--- config.mk ---
export PLATFORM = sky130hd
export DESIGN_NAME = cluster_clock_divider
export DESIGN_NICKNAME = d
export VERILOG_FILES = /design/src/rtl/cluster_clk_pkg.sv /design/src/rtl/pulp_clock_mux2.sv /design/src/rtl/cluster_clock_divider.sv
export SDC_FILE = /design/constraint.sdc
export NUM_CORES = 1
export LEC_CHECK = 0
export CAP_MARGIN = 30
export CORE_AREA = 2 2 51 53
export CTS_CLUSTER_SIZE = 20
export DETAILED_ROUTE_END_ITERATION = 7
export DIE_AREA = 0 0 53 55
export GPL_ROUTABILITY_DRIVEN = 0
export PLACE_DENSITY = 0.75
export SYNTH_ARGS = -nofsm -noshare
export SYNTH_HDL_FRONTEND = slang
export SYNTH_SLANG_ARGS = --single-unit
--- constraint.sdc ---
create_clock -name clk_i -period 5.3 [get_ports clk_i]
set_clock_uncertainty 0.1 [all_clocks]
set_input_delay 0.53 -clock clk_i [delete_from_list [all_inputs] [get_ports clk_i]]
set_output_delay 0.53 -clock clk_i [all_outputs]
set_load 0.005 [all_outputs]
--- src/rtl/cluster_clk_pkg.sv ---
// ---------------------------------------------------------------------------
// cluster_clk_pkg
//   Shared types and constants for the cluster clock divider.
//   - clk_div_state_e : handshake FSM states (RUN = free running,
//                       ACK = new ratio applied, waiting for valid to drop)
//   - CLK_DIV_MIN     : smallest legal divide ratio; requests below this
//                       are silently raised to it
// ---------------------------------------------------------------------------
package cluster_clk_pkg;

  typedef enum logic {
    RUN = 1'b0,
    ACK = 1'b1
  } clk_div_state_e;

  localparam int unsigned CLK_DIV_MIN = 2;

endpackage : cluster_clk_pkg

--- src/rtl/pulp_clock_mux2.sv ---
// ---------------------------------------------------------------------------
// pulp_clock_mux2
//   Two-input clock multiplexer. Kept as its own cell so the clock path
//   can be mapped onto a dedicated clock-mux primitive during implementation.
// Ports:
//   clk0_i    in  1  clock selected when clk_sel_i = 0
//   clk1_i    in  1  clock selected when clk_sel_i = 1
//   clk_sel_i in  1  select (expected to be static while clocks run)
//   clk_o     out 1  selected clock
// ---------------------------------------------------------------------------
module pulp_clock_mux2 (
  input  logic clk0_i,
  input  logic clk1_i,
  input  logic clk_sel_i,
  output logic clk_o
);

  assign clk_o = clk_sel_i ? clk1_i : clk0_i;

endmodule : pulp_clock_mux2

--- src/rtl/cluster_clock_divider.sv ---
// ---------------------------------------------------------------------------
// cluster_clock_divider
//   Programmable integer divider for the cluster clock. clk_o is driven
//   from a flop (clk_q), so it is glitch-free; the only element between the
//   flop and clk_o is the DFT bypass mux. A new ratio is taken over a 4-phase
//   valid/ack handshake and is only applied on an output period boundary
//   (counter wrap), where the new period starts immediately.
//
//   Output shape for ratio N: high for floor(N/2) cycles, then low for
//   ceil(N/2) cycles.
//
// Parameters:
//   DIV_WIDTH    width of the divide ratio
//   DIV_DEFAULT  ratio after reset (2 .. 2**DIV_WIDTH-1)
//
// Ports:
//   clk_i        in   1          source clock
//   rstn_i       in   1          asynchronous active-low reset
//   test_mode_i  in   1          1 -> clk_o follows clk_i (DFT bypass)
//   cfg_valid_i  in   1          new ratio request (held until ack seen)
//   cfg_div_i    in   DIV_WIDTH  requested ratio (0 and 1 load as 2)
//   cfg_ack_o    out  1          4-phase acknowledge
//   clk_en_i     in   1          output enable, only present when the
//                                macro CLUSTER_CLK_DIV_GATE_EN is defined
//   clk_o        out  1          divided clock
//
// Build option:
//   CLUSTER_CLK_DIV_GATE_EN  adds clk_en_i. When low at a wrap, the output
//                            parks low and the counter parks on its last
//                            value; re-enabling wraps on the next edge.
// ---------------------------------------------------------------------------
module cluster_clock_divider
  import cluster_clk_pkg::*;
#(
  parameter int unsigned DIV_WIDTH   = 8,
  parameter int unsigned DIV_DEFAULT = 2
) (
  input  logic                 clk_i,
  input  logic                 rstn_i,
  input  logic                 test_mode_i,
  input  logic                 cfg_valid_i,
  input  logic [DIV_WIDTH-1:0] cfg_div_i,
  output logic                 cfg_ack_o,
`ifdef CLUSTER_CLK_DIV_GATE_EN
  input  logic                 clk_en_i,
`endif
  output logic                 clk_o
);

  localparam logic [DIV_WIDTH-1:0] DIV_MIN_W = DIV_WIDTH'(CLK_DIV_MIN);
  localparam logic [DIV_WIDTH-1:0] DIV_RST   = DIV_WIDTH'(DIV_DEFAULT);
  localparam logic [DIV_WIDTH-1:0] CNT_RST   = DIV_WIDTH'(DIV_DEFAULT - 1);

  // State
  logic [DIV_WIDTH-1:0] cnt_q, cnt_d;
  logic [DIV_WIDTH-1:0] div_q, div_d;
  logic                 clk_q, clk_d;
  clk_div_state_e       fsm_q, fsm_d;

  // Derived values
  logic                 wrap;
  logic [DIV_WIDTH-1:0] cnt_inc;
  logic [DIV_WIDTH-1:0] half_div;
  logic [DIV_WIDTH-1:0] div_sat;
  logic                 run_en;

`ifdef CLUSTER_CLK_DIV_GATE_EN
  assign run_en = clk_en_i;
`else
  assign run_en = 1'b1;
`endif

  // cnt_q == div_q-1 marks the last cycle of the current output period.
  assign wrap     = (cnt_q == (div_q - 1'b1));
  assign cnt_inc  = wrap ? '0 : (cnt_q + 1'b1);
  assign half_div = div_q >> 1;

  // Ratios below the minimum cannot produce a clock; clamp silently.
  assign div_sat  = (cfg_div_i < DIV_MIN_W) ? DIV_MIN_W : cfg_div_i;

  // -------------------------------------------------------------------------
  // Next-state logic: counter, output flop and handshake FSM
  // -------------------------------------------------------------------------
  always_comb begin
    cnt_d = cnt_q;
    div_d = div_q;
    clk_d = clk_q;
    fsm_d = fsm_q;

    if (wrap && !run_en) begin
      // Parked at the period boundary: output low, counter frozen on the
      // wrap value so the first enabled edge starts a fresh period.
      cnt_d = cnt_q;
      clk_d = 1'b0;
    end else begin
      // clk_q is computed from the *next* count so the flop output lines up
      // with the counter value it represents.
      cnt_d = cnt_inc;
      clk_d = (cnt_inc < half_div);
    end

    case (fsm_q)
      RUN: begin
        if (wrap && cfg_valid_i) begin
          div_d = div_sat;
          fsm_d = ACK;
          if (run_en) begin
            // New period starts on this very edge.
            cnt_d = '0;
            clk_d = 1'b1;
          end else begin
            // Accept the ratio but stay parked until re-enabled.
            cnt_d = div_sat - 1'b1;
            clk_d = 1'b0;
          end
        end
      end
      ACK: begin
        // Further requests are ignored until valid drops.
        if (!cfg_valid_i) begin
          fsm_d = RUN;
        end
      end
      default: begin
        fsm_d = RUN;
      end
    endcase
  end

  // -------------------------------------------------------------------------
  // State registers
  // -------------------------------------------------------------------------
  always_ff @(posedge clk_i or negedge rstn_i) begin
    if (!rstn_i) begin
      cnt_q <= CNT_RST;
      div_q <= DIV_RST;
      clk_q <= 1'b0;
      fsm_q <= RUN;
    end else begin
      cnt_q <= cnt_d;
      div_q <= div_d;
      clk_q <= clk_d;
      fsm_q <= fsm_d;
    end
  end

  // Ack is high exactly while the FSM waits for valid to drop.
  assign cfg_ack_o = (fsm_q == ACK);

  // -------------------------------------------------------------------------
  // Output clock: flop output or bypass, nothing else on the path
  // -------------------------------------------------------------------------
  pulp_clock_mux2 i_clk_mux (
    .clk0_i    (clk_q),
    .clk1_i    (clk_i),
    .clk_sel_i (test_mode_i),
    .clk_o     (clk_o)
  );

endmodule : cluster_clock_divider
# Word-level counts from Yosys, hierarchy flattened

Cells that the tools add are included.

$add $sub $neg: 2
$lt $le $gt $ge: 2
Equal/unequal tests: 1
Muxes and demuxes: 10
Bitwise gates (word level): 1
Reductions and logical operators: 2

Operators by type and width:

| operator                                                   | count |
|---|---|
| 2-to-1 mux 8 bit                                           | 4 |
| adder 8 x 1 -> 8 bit, second input constant                | 1 |
| equality test 8 bit                                        | 1 |
| less-than comparator 8 x 2 -> 1 bit, second input constant | 1 |
| less-than comparator 8 x 7 -> 1 bit                        | 1 |
| subtractor 8 x 1 -> 8 bit, second input constant           | 1 |
| 2-to-1 mux 1 bit                                           | 5 |
| case mux 1 bit (2 select lines)                            | 1 |
| AND reduction 2 bit                                        | 1 |
| logical AND 1 bit                                          | 1 |
| NOT 1 bit                                                  | 1 |

Register bits: 18
Bits of input ports: 12

# Depth between registers and ports, before layout

Word-level depth: 6
Gate-level depth with buffers: 15
Depth with buffers taken out: 14

# By module

Synthesis repeated with hierarchy kept, for this count alone.

Cell total of the unflattened synthesis: 127
Area total of the unflattened synthesis: 1,260.0 sq um

By module, submodules not included:

| module                | instances | cells each | area an instance (sq um) | sequential area each (sq um) |
|---|---|---|---|---|
| cluster_clock_divider | 1         | 126        | 1,244.9                  | 452.9 |
| pulp_clock_mux2       | 1         | 1          | 15.0                     | 0.0 |

==> flow_metrics.py <==
metrics = {
    "run_status": {
        "status": "complete, no violations",
    },
    "final_layout": {
        "drive_gt1_share_pct": 13.7,
        "num-nets-final": 167,
        "design_area_sq_um": 1440,
        "area_growth_pct": 18.4,
        "final_cells": 176,
        "antennaDiodeCount": 0,
    },
    "pwr": {
        "power_density_nw_per_um2": 659,
        "report.power.total_mw": 0.951,
        "irDropWorstVdd_mv": 0.424,
        "p_leak_nw": 0.643,
    },
    "synthesis": {
        "ys_ff_latch": 18,
        "netlist_area_sq_um": 1220,
        "postSynthCellCount": 127,
        "synthArstFlopShare_pct": 100,
        "synth_area_per_cell_sq_um": 9.61,
        "syn_nets": 147,
        "synth_ff_type": "dfrtp_1",
        "ys.warnings.count": 0,
        "synth_top_area_cell": "dfrtp_1",
        "synth_top_area_share_pct": 32.8,
        "seq_area_frac_synth_pct": 37.1,
        "synth_area_leaders": "dfrtp_1 (33%), ha_1 (8.2%), xor2_1 (7.2%)",
        "synth-edff-count": 0,
        "ys_types": 33,
    },
    "hold_path": {
        "hold_class": "flop to flop",
        "holdCritStartpoint": "cfg_ack_o",
        "min_to": "cfg_ack_o",
        "min_path_cells": 1,
    },
    "sta": {
        "setup_ws_ns": 1.11,
        "rsz0062_at_grt": "false",
        "tightest_slew_ns": 0.792,
        "fin_setup_tns_ns": 0,
        "setup_viol": 0,
        "hold_viol": 0,
        "drv_slew": 0,
        "max_slew_margin_pct": 47.1,
    },
    "setup_path": {
        "r2r-start": "div_q[1]",
        "r2r_cells": 15,
        "path_delay_family": "buffers and inverters",
        "r2r_end": "clk_q",
        "worstSetupPathType": "clock port to output port",
        "crit_fanout": 2,
        "arrival_ns": 3.56,
        "slowest_stage": "clkdlybuf4s50_1",
        "path_common_cell": "clkbuf_4",
        "r2r_slack_ns": 1.58,
        "required_ns": 4.67,
        "slowest_delay_ns": 0.44,
        "crit_path_end_kind": "output port",
        "start_kind": "clock port",
        "crit_buf_inv": 3,
        "path_cells": "clkbuf_4 > clkbuf_4 > mux2_2 > clkdlybuf4s50_1",
    },
    "drt": {
        "routed_wl_mm": 2.55,
        "drt_first_pass_iters": 4,
        "vias_per_cell": 5.62,
        "drtAntennaViolNets": 0,
        "wl_per_cell_um": 14.5,
        "first_iter_violations": 21,
        "route.detailed.drc": 0,
        "vias": 989,
    },
    "global_route": {
        "grt.total_usage_pct": 21.6,
        "grt_first_pass_wirelength_mm": 4.44,
        "grt_start_max_net_pins": 19,
        "grt_overflow": 0,
        "grt_pass1_vias": 1040,
        "antenna_found_initial": 0,
    },
    "floorplanning": {
        "dieArea_sq_um": 2920,
        "core_area_sq_um": 2360,
        "die_x_um": 53,
        "io_pins": 14,
        "initial_core_util_pct": 51.6,
        "row_count": 18,
        "die_h_um": 55,
    },
    "job": {
        "cap_violations": 0,
    },
    "clock_tree": {
        "clk_pin_slew_worst_paths_ns": 0.11,
        "insertion_delay_ns": 0.41,
        "cts_resized": 0,
        "post-cts-setup-buffers": 0,
        "cts_tree": "yes",
        "hold_buffers": 0,
    },
    "placement": {
        "port_buffers": 13,
        "place_area_sq_um": 1390,
        "pre_cts_slack_ns": 1.35,
        "dp_hpwl_mm": 1.98,
        "dp_cells": 169,
    },
}
==> stage by stage <==
step | util (%) | hold WS, ns
after floorplan | - | 0.134
after global placement | 58.6 | 0.397
after detailed placement | 58.6 | 0.410
after CTS | 61.1 | 0.436
after global routing | 61.1 | 0.453
final | 61.1 | 0.431
==> per-layer routing <==
layer | up-vias | global-route usage, % | routed length [um]
li1 | 485 | - | -
met1 | 490 | 26.7 | 1190
met2 | 9 | 36.7 | 1290
met3 | 5 | 5.38 | 47
met4 | 0 | 7.69 | 19
met5 | - | 0 | 0
==> sequential cells by signal, summed over array words and instances (netlist names) <==
register,count
cfg_ack_o,1
cnt_q,8
clk_q,1
div_q,8
==> final cells by class <==
type / count / area [sq um]
Multi-Input combinational cell: 99 / 727
Clock buffer: 8 / 68.8
Inverter: 8 / 30.0
Timing Repair Buffer: 13 / 128
Tap cell: 30 / 37.5
Fill cell: 207 / 921
Sequential cell: 18 / 453
==> power breakdown <==
part	switching (mW)	leakage, nW	internal (mW)
clock	0.0543	0.0424	0.0803
combinational	0.270	0.383	0.255
sequential	0.0869	0.218	0.204
total	0.411	0.643	0.540
==> kinds of logic (layout without fill, tap and decap cells) <==
family	count (synthesis)	count (layout)	synth area share [%]
simple gates	45	45	20.4
compound gates	21	21	11.4
flops	18	18	37.1
xor+xnor	16	16	11.5
buf+inv	10	29	3.28
mux	9	9	8.10
fa+ha+maj	8	8	8.21
==> how the worst max path moves through the flow <==
stage,from,end,depth (start not counted)
2_1_floorplan,div_q[1],clk_q,15
3_3_place_gp,clk_i,clk_o,2
3_5_place_dp,clk_i,clk_o,2
4_1_cts,clk_i,clk_o,4
5_1_grt,clk_i,clk_o,4
6_report,clk_i,clk_o,4
==> cells in the final DEF (no fill, tap or decap) <==
cell type / netlist / final
nor2_1: 16 / 16
nor4b_1: 1 / 1
nand3b_1: 1 / 1
clkdlybuf4s50_1: 0 / 13
xnor2_1: 6 / 6
o21a_1: 2 / 2
buf_4: 0 / 1
a211o_1: 1 / 1
or4_1: 1 / 1
a211oi_1: 3 / 3
nor2b_1: 3 / 3
nand2b_2: 1 / 1
nand4_1: 2 / 2
nor4_1: 1 / 1
xor2_1: 10 / 10
a21oi_1: 4 / 4
mux2_2: 7 / 7
inv_1: 8 / 8
and3_2: 1 / 1
o31ai_1: 2 / 2
nand2b_1: 1 / 1
a21o_1: 3 / 3
nor3_1: 2 / 2
clkbuf_4: 0 / 6
ha_1: 8 / 8
o21ai_0: 5 / 5
nand2_1: 3 / 3
o32a_1: 1 / 1
mux2i_1: 2 / 2
dfstp_2: 2 / 2
or3_1: 2 / 2
dfrtp_1: 16 / 16
nand3_1: 7 / 7
and3_1: 2 / 2
clkbuf_8: 0 / 1
nor4b_4: 1 / 1
==> cells in the mapped netlist (2+ instances only) <==
library cell  instances
dfrtp_1              16
nand3_1               7
nor2_1               16
buf_2                 2
inv_1                 8
nor2b_1               3
a21o_1                3
nand4_1               2
ha_1                  8
o21a_1                2
o31ai_1               2
a21oi_1               4
mux2_2                7
or3_1                 2
and3_1                2
nand2_1               3
dfstp_2               2
nor3_1                2
a211oi_1              3
o21ai_0               5
mux2i_1               2
xnor2_1               6
xor2_1               10
Power figures use the tool's default switching activity.
